File: config.mk
export PLATFORM = sky130hd
export DESIGN_NAME = fifo_burst_reader
export DESIGN_NICKNAME = d
export VERILOG_FILES = /design/src/rtl/npu_pkg.sv /design/src/rtl/fifo_burst_reader.sv
export SDC_FILE = /design/constraint.sdc
export NUM_CORES = 1
export LEC_CHECK = 0
export ABC_AREA = 0
export CAP_MARGIN = 10
export CORE_MARGIN = 2
export CORE_UTILIZATION = 35
export CTS_CLUSTER_DIAMETER = 80
export DETAILED_ROUTE_END_ITERATION = 7
export PLACE_DENSITY = 0.7
export SYNTH_ARGS = -nofsm -noshare
export SYNTH_HDL_FRONTEND = slang
export SYNTH_SLANG_ARGS = --single-unit
File: constraint.sdc
create_clock -name clk -period 3.45 [get_ports clk]
set_input_delay 0.69 -clock clk [delete_from_list [all_inputs] [get_ports clk]]
set_output_delay 0.69 -clock clk [all_outputs]
set_load 0.05 [all_outputs]
File: src/rtl/npu_pkg.sv
// Shared types and defaults for the NPU datapath feeders.
package npu_pkg;

  localparam int NBITS_DEFAULT = 16;

  typedef enum logic [1:0] {
    IDLE  = 2'd0,
    RUN   = 2'd1,
    FLUSH = 2'd2,
    DONE  = 2'd3
  } feeder_state_t;

endpackage

File: src/rtl/fifo_burst_reader.sv
// Pops a fixed-length burst from an upstream FIFO into a one-deep valid/ready output register.
//
// state | meaning
// IDLE  | waiting for start; len latched on accept
// RUN   | popping words while remaining != 0
// FLUSH | last word popped, waiting for its transfer
// DONE  | one-cycle done pulse, then back to IDLE
module fifo_burst_reader
  import npu_pkg::*;
#(
  parameter int NBITS     = NBITS_DEFAULT,
  parameter int CNT_WIDTH = 8
) (
  input  logic                 clk,
  input  logic                 rst,
  input  logic                 start,
  input  logic [CNT_WIDTH-1:0] len,
  output logic                 busy,
  output logic                 done,
  input  logic                 fifo_empty,
  input  logic [NBITS-1:0]     fifo_q,
  output logic                 fifo_ren,
  output logic                 out_valid,
  output logic [NBITS-1:0]     out_data,
  output logic                 out_last,
  input  logic                 out_ready
);

  feeder_state_t        state, state_nxt;
  logic [CNT_WIDTH-1:0] remaining;
  logic                 xfer;
  logic                 last_pop;

  assign xfer     = out_valid & out_ready;
  assign last_pop = (remaining == CNT_WIDTH'(1));

  // A pop is only allowed when the output register is free or being emptied this cycle.
  assign fifo_ren = (state == RUN) && (remaining != '0) && !fifo_empty &&
                    (!out_valid || out_ready);

  assign busy = (state == RUN) || (state == FLUSH);
  assign done = (state == DONE);

  always_comb begin
    state_nxt = state;
    case (state)
      IDLE: begin
        if (start) begin
          state_nxt = (len == '0) ? DONE : RUN;
        end
      end
      RUN: begin
        if (fifo_ren && last_pop) begin
          state_nxt = FLUSH;
        end
      end
      FLUSH: begin
        if (xfer && out_last) begin
          state_nxt = DONE;
        end
      end
      DONE: begin
        state_nxt = IDLE;
      end
      default: begin
        state_nxt = IDLE;
      end
    endcase
  end

  always_ff @(posedge clk or negedge rst) begin
    if (!rst) begin
      state <= IDLE;
    end else begin
      state <= state_nxt;
    end
  end

  always_ff @(posedge clk or negedge rst) begin
    if (!rst) begin
      remaining <= '0;
    end else if ((state == IDLE) && start) begin
      remaining <= len;
    end else if (fifo_ren) begin
      remaining <= remaining - CNT_WIDTH'(1);
    end
  end

  // Output register holds data and last while stalled; a pop overwrites it in the same cycle as a transfer.
  always_ff @(posedge clk or negedge rst) begin
    if (!rst) begin
      out_valid <= 1'b0;
      out_data  <= '0;
      out_last  <= 1'b0;
    end else if (fifo_ren) begin
      out_valid <= 1'b1;
      out_data  <= fifo_q;
      out_last  <= last_pop;
    end else if (xfer) begin
      out_valid <= 1'b0;
      out_last  <= 1'b0;
    end
  end

endmodule
# == Word level (Yosys, flattened, before mapping) ==
# Cells that the tools add are included.
# word_totals
regBits,28
in_bits,29
output_inout_bits,21
elab_cells,40
# classes
add_sub_neg,1
n_eq_ne,7
n_mux,10
n_bitwise,1
reduce_logical,16
# op_table
operator,n
two-way mux 8 bit,2
"equality test 8 x 1 -> 1 bit, second input constant",1
logical NOT 8 bit,1
two-way mux 2 bit,4
one-hot mux 2 bit (4 select lines),1
nonzero test 8 bit,1
"subtractor 8 x 1 -> 8 bit, second input constant",1
logical AND 1 bit,6
"equality test 2 bit, second input constant",2
"inequality test 2 x 1 -> 1 bit, second input constant",2
nonzero test 2 bit,2
two-way mux 1 bit,3
AND reduction 3 bit,1
"equality test 2 x 1 -> 1 bit, second input constant",1
logical NOT 1 bit,2
logical NOT 2 bit,1
logical OR 1 bit,2
"inequality test 2 bit, second input constant",1
AND 1 bit,1

# == Logic depth before layout (Yosys ltp) ==
# Gate-level depths: netlist of the first run.
# logic_depth
depth_word,7
depth_mapped,8
mapped_depth_nobuf,6

# == Least setup slack after synthesis of the first run ==
# OpenSTA, ideal clock, no wires.
# synth_path
path_type,input-to-output
start,input fifo_empty
end,output fifo_ren
arrival_ns,1.907
t_required_ns,2.760
setup_slack_ns,0.853
cell_stages,6
n_path_buf,2
cell_sequence,and2b_1 > nand2_1 > or2_1 > buf_6 > buf_12 > inv_1
# synth_between
elab_chain_cells,3
# synth_rtl
item,line_no,text
from (decl),fifo_burst_reader.sv:20,"input logic fifo_empty,"
logical NOT 1 bit,fifo_burst_reader.sv:38,assign fifo_ren = (state == RUN) && (remaining != '0) && !fifo_empty &&
logical AND 1 bit (2 in a row),fifo_burst_reader.sv:38,
to (decl),fifo_burst_reader.sv:22,"output logic fifo_ren,"
# Every way passes these cells.

# == Worst setup path after layout of the first run ==
# layout_path
start,input out_ready
end,output fifo_ren
# layout_between
elab_chain_cells,2
# layout_rtl
item,line_no,text
from (decl),fifo_burst_reader.sv:26,input logic out_ready
logical OR 1 bit,fifo_burst_reader.sv:39,(!out_valid || out_ready);
logical AND 1 bit,fifo_burst_reader.sv:38,
# Every way passes these cells.

==> results.rst, run 1 <==
.. list-table::
   :header-rows: 1

   * - Metric
     - Value
   * - Core area
     - 0.00409 mm²
   * - RSZ-0062 raised after global routing
     - no
   * - XOR/XNOR Fraction of Synth Area
     - 0%
   * - Top area cells in the synthesized netlist
     - sky130_fd_sc_hd__dfrtp_1, sky130_fd_sc_hd__mux2_4, sky130_fd_sc_hd__ha_1, sky130_fd_sc_hd__mux2_2, sky130_fd_sc_hd__a31oi_1
   * - Average cell area after synthesis
     - 11.6 µm²
   * - Setup slack on the worst flop-to-flop path
     - 1.13 ns
   * - Final core utilization
     - 51.7%
   * - Cell leakage power
     - 0.989 nW
   * - Normalized max-slew margin
     - 62.3%
   * - Via count of the first global-routing pass
     - 1264
   * - Buffer depth of the longest clock path
     - 2
   * - Count of buffers from port buffering
     - 49
   * - Number of cells traversed by the worst register-to-register path
     - 5
   * - Hold bufs inserted after CTS
     - 0
   * - Number of endpoints with negative hold slack in the final report
     - 0
   * - Nets
     - 220
   * - X dimension of the die
     - 69.8 µm
   * - Largest net degree at the start of global routing
     - 29
   * - Commonest cells after routing, fill and taps aside
     - sky130_fd_sc_hd__clkdlybuf4s50_1, sky130_fd_sc_hd__dfrtp_1
   * - Layout area overhead
     - 39.4%
   * - Fillcell total
     - 357
   * - Leading cell type in the layout, fill and taps excluded
     - sky130_fd_sc_hd__clkdlybuf4s50_1
   * - Drt pass-1 iters
     - 4
   * - Portion of the clock cycle consumed by the worst path in the final layout
     - 82.0%
   * - Number of synthesized register bits
     - 28
   * - Number of distinct library cell variants in the gate-level netlist after synthesis
     - 37
   * - WL/cell
     - 14.9 µm
   * - Setup Skew
     - 0.00304 ns
   * - Endpoint required time on the critical path
     - 2.76 ns
   * - Kind of start point of the critical path
     - input pin
   * - Vias
     - 1240
   * - DRC viols
     - 0
   * - Synthesized-area fraction occupied by ao, oa, aoi and oai cells
     - 8.99%
   * - Clock edge transition at the registers on the reported setup and hold paths
     - 0.10 ns
   * - Critical path type
     - in2out
   * - Least-Margin Pin Slew
     - 0.561 ns
   * - Die height
     - 69.8 µm
   * - Number of buffers added by the clock tree synthesis step
     - 3
   * - Buffers inserted during post-CTS setup optimization
     - 0
   * - Count of nets left with antenna violations after detail routing
     - 0
   * - Finish-stage setup viols
     - 0
   * - Synth top area share
     - 46.2%
   * - Crit path time final
     - 2.83 ns
   * - Share of the yosys chip area belonging to registers
     - 46.2%
   * - Number of cell rows
     - 23
   * - Post-Synth Adder-Cell Area
     - 6.60%
   * - Initial cell density of the core
     - 37.1%
   * - Clock tree from TritonCTS
     - yes
   * - Mean number of vias per cell
     - 5.34
   * - Worst Setup End Kind
     - output port
   * - WHS
     - 0.516 ns
   * - Synth Area in Simple Gates
     - 18.4%
   * - Total routing usage reported by global routing
     - 14.6%
   * - Antenna violations before repair
     - 0
   * - Highest net fanout along the worst path
     - 7
   * - Storage element area
     - 701 µm²
   * - Cell accounting for the most synthesized area
     - sky130_fd_sc_hd__dfrtp_1
   * - # resized after CTS
     - 0
   * - DRT Wirelength
     - 3450 µm
   * - Setup TNS Final
     - 0 ns
   * - Clock tree sinks
     - 28
   * - Full die area
     - 0.00488 mm²
   * - H-tree lvl count
     - 1
   * - Main combinational cell family by area after synthesis
     - simple AND/OR/NAND/NOR gates
   * - Mux cell area share after synthesis
     - 15.2%
   * - Power density over cell area
     - 302 mW/mm²
   * - Synthesized instance count
     - 131
   * - Data arrival time of the critical path
     - 2.14 ns
   * - Instance count along the most critical hold path
     - 1
   * - Root buffer cell
     - sky130_fd_sc_hd__clkbuf_8
   * - I/O pins
     - 50
   * - Worst vdd rail ir drop
     - 0.162 mV
   * - First-pass GRT wire length
     - 5890 µm
   * - Placed wire-length estimate
     - 2580 µm
   * - Pins over their slew limit
     - 0
   * - Clock Latency Late Sink
     - 0.28 ns
   * - Initial drt markers
     - 89
   * - Final estimated routing congestion in global placement
     - 0.844
   * - Synth Cell Area
     - 0.00152 mm²
   * - Ratio of cells with drive above 1 in the final layout
     - 14.8%
   * - Overflow left after global routing
     - 0
   * - Yosys warnings
     - 0
   * - Status
     - complete, no violations
   * - Path category of the worst min-delay check
     - reg2reg
   * - Post-Synthesis Net Count
     - 168
   * - Total of max-cap violations
     - 0
   * - Highest clock rate
     - 353 MHz
   * - Multi-input logic area
     - 746 µm²
   * - Total inserted antenna cells
     - 0
-- metrics by stage --
| stage | total power, mW | setup slack, ns | area, µm² | cells |
|---|---|---|---|---|
| final | 0.638 | 0.621 | 2110 | 232 |
| after global routing | 0.663 | 0.479 | 2110 | 232 |
| after CTS | 0.639 | 0.631 | 2110 | 232 |
| after detailed placement | 0.382 | 0.645 | 2040 | 228 |
| after global placement | 0.381 | 0.675 | 2040 | 228 |
| after floorplan | 0.340 | 0.853 | 1520 | 131 |
-- sequential cells by signal, summed over array words and instances (netlist names) --
signal / cells
state: 2
remaining: 8
out_data: 16
out_last: 1
out_valid: 1
-- cells in the mapped netlist --
cell type                  count
sky130_fd_sc_hd__a21oi_1       1
sky130_fd_sc_hd__a22o_1        1
sky130_fd_sc_hd__a31oi_1       6
sky130_fd_sc_hd__and2_1        1
sky130_fd_sc_hd__and2b_1       1
sky130_fd_sc_hd__and3_2        1
sky130_fd_sc_hd__buf_12        1
sky130_fd_sc_hd__buf_2         1
sky130_fd_sc_hd__buf_6         1
sky130_fd_sc_hd__clkbuf_1      1
sky130_fd_sc_hd__dfrtp_1      28
sky130_fd_sc_hd__ha_1          8
sky130_fd_sc_hd__inv_1         8
sky130_fd_sc_hd__mux2_2        8
sky130_fd_sc_hd__mux2_4        8
sky130_fd_sc_hd__mux2i_1       2
sky130_fd_sc_hd__nand2_1       8
sky130_fd_sc_hd__nand2b_1      2
sky130_fd_sc_hd__nand3_1       5
sky130_fd_sc_hd__nand4_1       2
sky130_fd_sc_hd__nor2_1        8
sky130_fd_sc_hd__nor2b_1       1
sky130_fd_sc_hd__nor4_1        3
sky130_fd_sc_hd__nor4_4        1
sky130_fd_sc_hd__nor4b_1       1
sky130_fd_sc_hd__o211ai_1      3
sky130_fd_sc_hd__o21ai_0       3
sky130_fd_sc_hd__o311ai_0      1
sky130_fd_sc_hd__o311ai_1      1
sky130_fd_sc_hd__o31ai_1       4
sky130_fd_sc_hd__or2_1         1
sky130_fd_sc_hd__or3_1         1
sky130_fd_sc_hd__or3_4         1
sky130_fd_sc_hd__or4_1         5
sky130_fd_sc_hd__or4b_1        1
sky130_fd_sc_hd__or4b_2        1
sky130_fd_sc_hd__or4bb_1       1
-- power by group --
group / internal, mW / total (mW) / switching (mW) / leakage, nW
combinational: 0.0311 / 0.0477 / 0.0166 / 0.568
clock: 0.156 / 0.262 / 0.107 / 0.0357
sequential: 0.328 / 0.328 / 0 / 0.386
-- cell type report --
type                    count  area share, %
flip-flops and latches     28           33.2
multi-input cells          91           35.3
inverters                   8           1.42
well taps                  50           2.96
clock inverters             1           1.42
repair buffers             51           23.8
clock buffers               3           1.95
-- routing by layer --
metal | vias up | global-route usage, % | wire [µm]
met4 | 0 | 4.91 | 58
met5 | - | 0 | 0
li1 | 590 | - | -
met1 | 612 | 18.3 | 1440
met2 | 31 | 25.0 | 1800
met3 | 7 | 3.20 | 152
-- worst paths after layout --
path,startpoint,endpoint
max,out_ready,fifo_ren
min,out_data[12],out_data[12]
max reg2reg,remaining[4],out_data[13]
min reg2reg,out_data[12],out_data[12]
max in group asynchronous,rst,out_last
min in group asynchronous,rst,out_data[3]
-- cells by family (layout without fill, tap and decap cells) --
group	count (synthesis)	count (layout)
compound gates	20	20
simple gates	45	45
buf+inv	12	63
fa+ha+maj	8	8
flops	28	28
mux	18	18
-- critical path: stages --
cell and delay (ns):
sky130_fd_sc_hd__clkdlybuf4s50_1 0.49, sky130_fd_sc_hd__nand2b_1 0.25, sky130_fd_sc_hd__nand2_1 0.18, sky130_fd_sc_hd__or2_1 0.28, sky130_fd_sc_hd__inv_1 0.06, sky130_fd_sc_hd__buf_4 0.19
No activity file was read; power rests on OpenSTA's default activity.
==> inputs of run 2 (changes only) <==
- clock period: 3.45 -> 2.8 ns (I/O delays scaled with it)
==> results.rst, run 2 (same netlist as run 1, synthesis figures left out) <==
.. list-table::
   :header-rows: 1

   * - Metric
     - Value
   * - Clock tree sinks
     - 28 (unchanged)
   * - H-tree lvl count
     - 1 (unchanged)
   * - Total inserted antenna cells
     - 0 (unchanged)
   * - Full die area
     - 0.00488 mm² (unchanged)
   * - Net switching component of the power
     - 159 µW (+29%)
   * - Source of the worst hold timing path
     - out_data[12]
   * - Worst vdd rail ir drop
     - 0.179 mV (+11%)
   * - Combinational group share of total power
     - 7.4% (about the same)
   * - Normalized max-slew margin
     - 61.5% (-0.83 points)
   * - Setup Skew
     - 0.00467 ns (+0.00163 ns)
   * - Antenna violations before repair
     - 0 (unchanged)
   * - Worst Setup End Kind
     - output port
   * - Worst setup path start
     - remaining[4]
   * - Pins over their slew limit
     - 0 (unchanged)
   * - Number of buffers added by the clock tree synthesis step
     - 3 (unchanged)
   * - Initial cell density of the core
     - 37.1% (unchanged)
   * - Least-Margin Pin Slew
     - 0.574 ns (+0.0123 ns)
   * - Setup TNS Final
     - 0 ns (unchanged)
   * - Cell leakage power
     - 0.994 nW (+0.42%)
   * - Registers with the highest flip-flop counts
     - out_data x16, remaining x8, state x2
   * - DRC viols
     - 0 (unchanged)
   * - Initial drt markers
     - 50 (-44%)
   * - Buffers inserted during post-CTS setup optimization
     - 0 (unchanged)
   * - Drt pass-1 iters
     - 4 (unchanged)
   * - Path category of the worst min-delay check
     - reg2reg
   * - Die height
     - 69.8 µm (unchanged)
   * - DRT Wirelength
     - 3490 µm (+1.2%)
   * - Register share of total power
     - 50.9% (-0.5 points)
   * - Kind of start point of the critical path
     - register
   * - First-pass GRT wire length
     - 6050 µm (+2.7%)
   * - Cell area after layout
     - 0.00212 mm² (+0.35%)
   * - Total of max-cap violations
     - 0 (unchanged)
   * - Reg2reg start
     - remaining[4]
   * - Clock tree from TritonCTS
     - yes
   * - Endpoint required time on the critical path
     - 2.24 ns (-0.52 ns)
   * - Commonest cells after routing, fill and taps aside
     - sky130_fd_sc_hd__clkdlybuf4s50_1, sky130_fd_sc_hd__dfrtp_1
   * - Power density over cell area
     - 374 mW/mm² (+24%)
   * - Via count of the first global-routing pass
     - 1248 (-1.3%)
   * - Finish-stage setup viols
     - 0 (unchanged)
   * - Final core utilization
     - 51.9% (+0.18 points)
   * - Ratio of cells with drive above 1 in the final layout
     - 15.3% (+0.47 points)
   * - Fillcell total
     - 360 (+0.84%)
   * - I/O pins
     - 50 (unchanged)
   * - Portion of the clock cycle consumed by the worst path in the final layout
     - 94.7%
   * - Final estimated routing congestion in global placement
     - 0.824 (-2.5%)
   * - Highest net fanout along the worst path
     - 13 (+6)
   * - Critical path type
     - reg2out
   * - X dimension of the die
     - 69.8 µm (unchanged)
   * - Mean number of vias per cell
     - 5.26 (-1.6%)
   * - Total routing usage reported by global routing
     - 15.6% (+0.93 points)
   * - Largest net degree at the start of global routing
     - 29 (unchanged)
   * - Clock Latency Late Sink
     - 0.29 ns (about the same)
   * - Buffer depth of the longest clock path
     - 2 (unchanged)
   * - Layout area overhead
     - 39.9%
   * - Number of endpoints with negative hold slack in the final report
     - 0 (unchanged)
   * - Count of buffers from port buffering
     - 49 (unchanged)
   * - Leading cell type in the layout, fill and taps excluded
     - sky130_fd_sc_hd__clkdlybuf4s50_1
   * - Root buffer cell
     - sky130_fd_sc_hd__clkbuf_8
   * - Overflow left after global routing
     - 0 (unchanged)
   * - Data arrival time of the critical path
     - 2.09 ns (-0.05 ns)
   * - Placed wire-length estimate
     - 2700 µm (+4.9%)
   * - RSZ-0062 raised after global routing
     - no
   * - Count of nets left with antenna violations after detail routing
     - 0 (unchanged)
   * - Crit path time final
     - 2.65 ns
   * - Vias
     - 1226 (-1.1%)
   * - Proportion of total power due to net switching
     - 20.0% (+0.71 points)
   * - Core area
     - 0.00409 mm² (unchanged)
   * - Number of flip-flops in the largest register
     - 16 (unchanged)
   * - Clock edge transition at the registers on the reported setup and hold paths
     - 0.10 ns (about the same)
   * - Nets
     - 221 (+0.45%)
   * - Clock share of power
     - 41.6% (+0.5 points)
   * - Hold bufs inserted after CTS
     - 0 (unchanged)
   * - WL/cell
     - 15.0 µm (+0.78%)
   * - Number of cell rows
     - 23 (unchanged)
   * - Internal power
     - 634 µW (+23%)
   * - Placement Cell Area
     - 0.00205 mm² (+0.37%)
   * - Highest clock rate
     - 377 MHz
   * - Status
     - complete, no violations
   * - # resized after CTS
     - 0 (unchanged)
   * - Top register by number of flip-flops
     - out_data
## run 2: metal layers
layer  vias to the layer above  global-route usage, %  wire [µm]  share of wire (%)
met1                       605                   18.7       1420                 41
met2                        26                   26.9       1870                 53
met4                         0                   8.33         85                2.4
met3                         4                   2.03        119                3.4
met5                         -                      0          0                  0
li1                        591                      -          -                  -
## run 2: path summary, 6_finish.rpt
check / to / slack [ns] / depth (start not counted)
hold / removal: out_data[12] / 0.52 / 1
max in group asynchronous: remaining[4] / 1.90 / 2
min in group asynchronous: out_data[3] / 0.63 / 2
setup / recovery: fifo_ren / 0.15 / 5
setup reg to reg: out_data[13] / 0.47 / 5
hold reg to reg: out_data[12] / 0.52 / 1
## run 2: critical path, stage by stage (launching register included)
cell and delay, ns:
sky130_fd_sc_hd__dfrtp_1 0.43, sky130_fd_sc_hd__or3_4 0.43, sky130_fd_sc_hd__nor4_4 0.52, sky130_fd_sc_hd__or2_1 0.20
sky130_fd_sc_hd__inv_1 0.05, sky130_fd_sc_hd__buf_4 0.18
## run 2: cell type report
type	count	area (µm²)	area share, %
timing repair buffer	52	510	24.1
clock buffer	3	41.3	1.95
inverter	8	30.0	1.42
multi-input combinational	91	746	35.2
tap	50	62.6	2.95
sequential	28	701	33.0
clock inverter	1	30.0	1.42
## run 2: through the flow
stage | hold WS, ns | power (mW) | setup WS [ns] | cells
2_1_floorplan | 0.264 | 0.419 | 0.438 | 131
3_3_place_gp | 0.488 | 0.470 | 0.299 | 229
3_5_place_dp | 0.497 | 0.472 | 0.270 | 229
4_1_cts | 0.521 | 0.795 | 0.161 | 233
5_1_grt | 0.541 | 0.824 | 0.0228 | 233
6_report | 0.516 | 0.793 | 0.148 | 233
## run 2: power by group through the flow
stage | clock network [mW] | registers (mW) | logic (mW)
6_report | 0.330 | 0.404 | 0.0589
5_1_grt | 0.355 | 0.404 | 0.0643
4_1_cts | 0.331 | 0.404 | 0.0600
3_5_place_dp | 0 | 0.412 | 0.0597
3_3_place_gp | 0 | 0.412 | 0.0577
2_1_floorplan | 0 | 0.412 | 0.00652
==> inputs of run 3 (changes only) <==
- GPL_TIMING_DRIVEN: not set -> 0
==> results.rst, run 3 (same netlist as run 1, synthesis figures left out) <==
.. list-table::
   :header-rows: 1

   * - Metric
     - Value
   * - Status
     - complete, no violations
   * - Initial cell density of the core
     - 37.1% (unchanged)
   * - Critical path type
     - in2out
   * - Finish-stage setup viols
     - 0 (unchanged)
   * - Number of endpoints with negative hold slack in the final report
     - 0 (unchanged)
   * - Leading cell type in the layout, fill and taps excluded
     - sky130_fd_sc_hd__clkdlybuf4s50_1
   * - Number of cell rows
     - 23 (unchanged)
   * - FF-to-FF End
     - out_data[1]
   * - Overflow left after global routing
     - 0 (unchanged)
   * - Kind of start point of the critical path
     - input pin
   * - Path category of the worst min-delay check
     - in2async
   * - Power density over cell area
     - 336 mW/mm² (-10%)
   * - Core area
     - 0.00409 mm² (unchanged)
   * - Via count of the first global-routing pass
     - 1327 (+6.3%)
   * - Setup TNS Final
     - 0 ns (unchanged)
   * - Final core utilization
     - 52.5% (+0.64 points)
   * - Registers with the highest flip-flop counts
     - out_data x16, remaining x8, state x2
   * - Normalized max-slew margin
     - 56.6% (-4.9 points)
   * - Pins over their slew limit
     - 0 (unchanged)
   * - Reg2reg start
     - remaining[3]
   * - Cell leakage power
     - 1.01 nW (+1.6%)
   * - Most used cell along the critical path
     - sky130_fd_sc_hd__buf_6
   * - Full die area
     - 0.00488 mm² (unchanged)
   * - Largest net degree at the start of global routing
     - 29 (unchanged)
   * - Fillcell total
     - 367 (+1.9%)
   * - Total inserted antenna cells
     - 0 (unchanged)
   * - Commonest cells after routing, fill and taps aside
     - sky130_fd_sc_hd__clkdlybuf4s50_1, sky130_fd_sc_hd__dfrtp_1
   * - Crit path time final
     - 2.72 ns (+0.0673 ns)
   * - Least-Margin Pin Slew
     - 0.651 ns (+0.0778 ns)
   * - CP max stage cell
     - sky130_fd_sc_hd__clkdlybuf4s50_1
   * - DRC viols
     - 0 (unchanged)
   * - First-pass GRT wire length
     - 6180 µm (+2.0%)
   * - X dimension of the die
     - 69.8 µm (unchanged)
   * - Root buffer cell
     - sky130_fd_sc_hd__clkbuf_8
   * - Hold bufs inserted after CTS
     - 0 (unchanged)
   * - Layout area overhead
     - 41.6%
   * - Number of cells traversed by the worst register-to-register path
     - 6 (+1)
   * - WHS
     - 0.299 ns (-0.218 ns)
   * - Buffer depth of the longest clock path
     - 2 (unchanged)
   * - Number of buffers added by the clock tree synthesis step
     - 3 (unchanged)
   * - Initial drt markers
     - 52 (+4.0%)
   * - Clock tree sinks
     - 28 (unchanged)
   * - Setup slack on the worst flop-to-flop path
     - 0.78 ns (+0.31 ns)
   * - DRT Wirelength
     - 3690 µm (+5.5%)
   * - Number of flip-flops in the largest register
     - 16 (unchanged)
   * - I/O pins
     - 50 (unchanged)
   * - Portion of the clock cycle consumed by the worst path in the final layout
     - 97.1% (+2.4 points)
   * - Final estimated routing congestion in global placement
     - 0.883 (+7.2%)
   * - Bufs and invs on worst path
     - 5 (+3)
   * - Ratio of cells with drive above 1 in the final layout
     - 18.8% (+3.5 points)
   * - Setup Skew
     - 0.00530 ns (+0.000628 ns)
   * - Count of buffers from port buffering
     - 49 (unchanged)
   * - Clock edge transition at the registers on the reported setup and hold paths
     - 0.10 ns (about the same)
   * - Drt pass-1 iters
     - 4 (unchanged)
   * - Total of max-cap violations
     - 0 (unchanged)
   * - Endpoint required time on the critical path
     - 2.24 ns (about the same)
   * - Die height
     - 69.8 µm (unchanged)
   * - H-tree lvl count
     - 1 (unchanged)
   * - WL/cell
     - 15.6 µm (+4.2%)
   * - Worst Setup End Kind
     - output port
   * - Top register by number of flip-flops
     - out_data
   * - Clock Latency Late Sink
     - 0.28 ns (about the same)
   * - Vias
     - 1251 (+2.0%)
   * - Worst vdd rail ir drop
     - 0.176 mV (-1.4%)
   * - Kind of cell adding the most delay to the critical path
     - buffers and inverters
   * - Ordered list of cells on the worst path
     - clkdlybuf4s50_1, and2b_2, nand2_2, or2_1, buf_6, buf_12, inv_1, buf_6
   * - Antenna violations before repair
     - 0 (unchanged)
   * - Clock tree from TritonCTS
     - yes
   * - Count of nets left with antenna violations after detail routing
     - 0 (unchanged)
   * - Highest clock rate
     - 368 MHz (-2.5%)
   * - Highest net fanout along the worst path
     - 10 (-3)
   * - Highest cell delay on the worst timing path
     - 0.43 ns (-0.09 ns)
   * - Nets
     - 224 (+1.4%)
   * - Total routing usage reported by global routing
     - 15.4% (-0.18 points)
   * - Mean number of vias per cell
     - 5.30 (+0.74%)
   * - Placed wire-length estimate
     - 2790 µm (+3.4%)
   * - Data arrival time of the critical path
     - 2.16 ns (+0.07 ns)
-- run 3: repair_timing --
action	4_1_cts	5_1_grt
hold endpoints to repair	0	0
setup buffers	0	2
gates resized for setup	8	4
endpoints found under the setup margin	1	1
-- run 3: worst register-to-register path: stages (launching register included) --
cell                      delay [ns]
sky130_fd_sc_hd__dfrtp_1        0.44
sky130_fd_sc_hd__or3_4          0.42
sky130_fd_sc_hd__nor4_4         0.28
sky130_fd_sc_hd__or2_1          0.16
sky130_fd_sc_hd__buf_6          0.15
sky130_fd_sc_hd__buf_12         0.15
sky130_fd_sc_hd__mux2_4         0.31
-- run 3: power by group --
part	switching (mW)	internal, mW
Combinational	0.0218	0.0392
Clock	0.130	0.126
Sequential	0	0.404
-- run 3: routing by layer --
metal | part of all wire [%] | global-route usage [%] | wire [µm] | vias up
met5 | 0 | 0 | 0 | -
met2 | 53 | 28.6 | 1950 | 45
met4 | 1.4 | 4.49 | 51 | 0
met3 | 4.5 | 1.89 | 166 | 6
li1 | - | - | - | 593
met1 | 41 | 18.4 | 1520 | 607
-- run 3: through the flow --
stage	setup WS (ns)	total power [mW]	area [µm²]	cells
detailed placement	-0.666	0.471	2070	230
global route	-0.00746	0.749	2150	236
CTS	0.00807	0.724	2130	234
floorplan	0.438	0.419	1520	131
finish	0.0802	0.721	2150	236
global placement	-0.648	0.469	2070	230
-- run 3: layout make-up --
class	count	area, µm²	share of cell area, %
well taps	50	62.6	2.91
repair buffers	51	502	23.4
plain buffers	4	40.0	1.86
flip-flops and latches	28	701	32.6
multi-input cells	91	757	35.3
clock buffers	4	55.1	2.56
inverters	8	30.0	1.40
-- run 3: how the worst max path moves through the flow --
stage	endpoint	startpoint	cells after the start	slack, ns
floorplan	fifo_ren	out_valid	6	0.44
global placement	fifo_ren	out_ready	8	-0.65
detailed placement	fifo_ren	out_ready	8	-0.67
CTS	fifo_ren	fifo_empty	8	0.008
global route	fifo_ren	fifo_empty	8	-0.007
finish	fifo_ren	fifo_empty	8	0.08
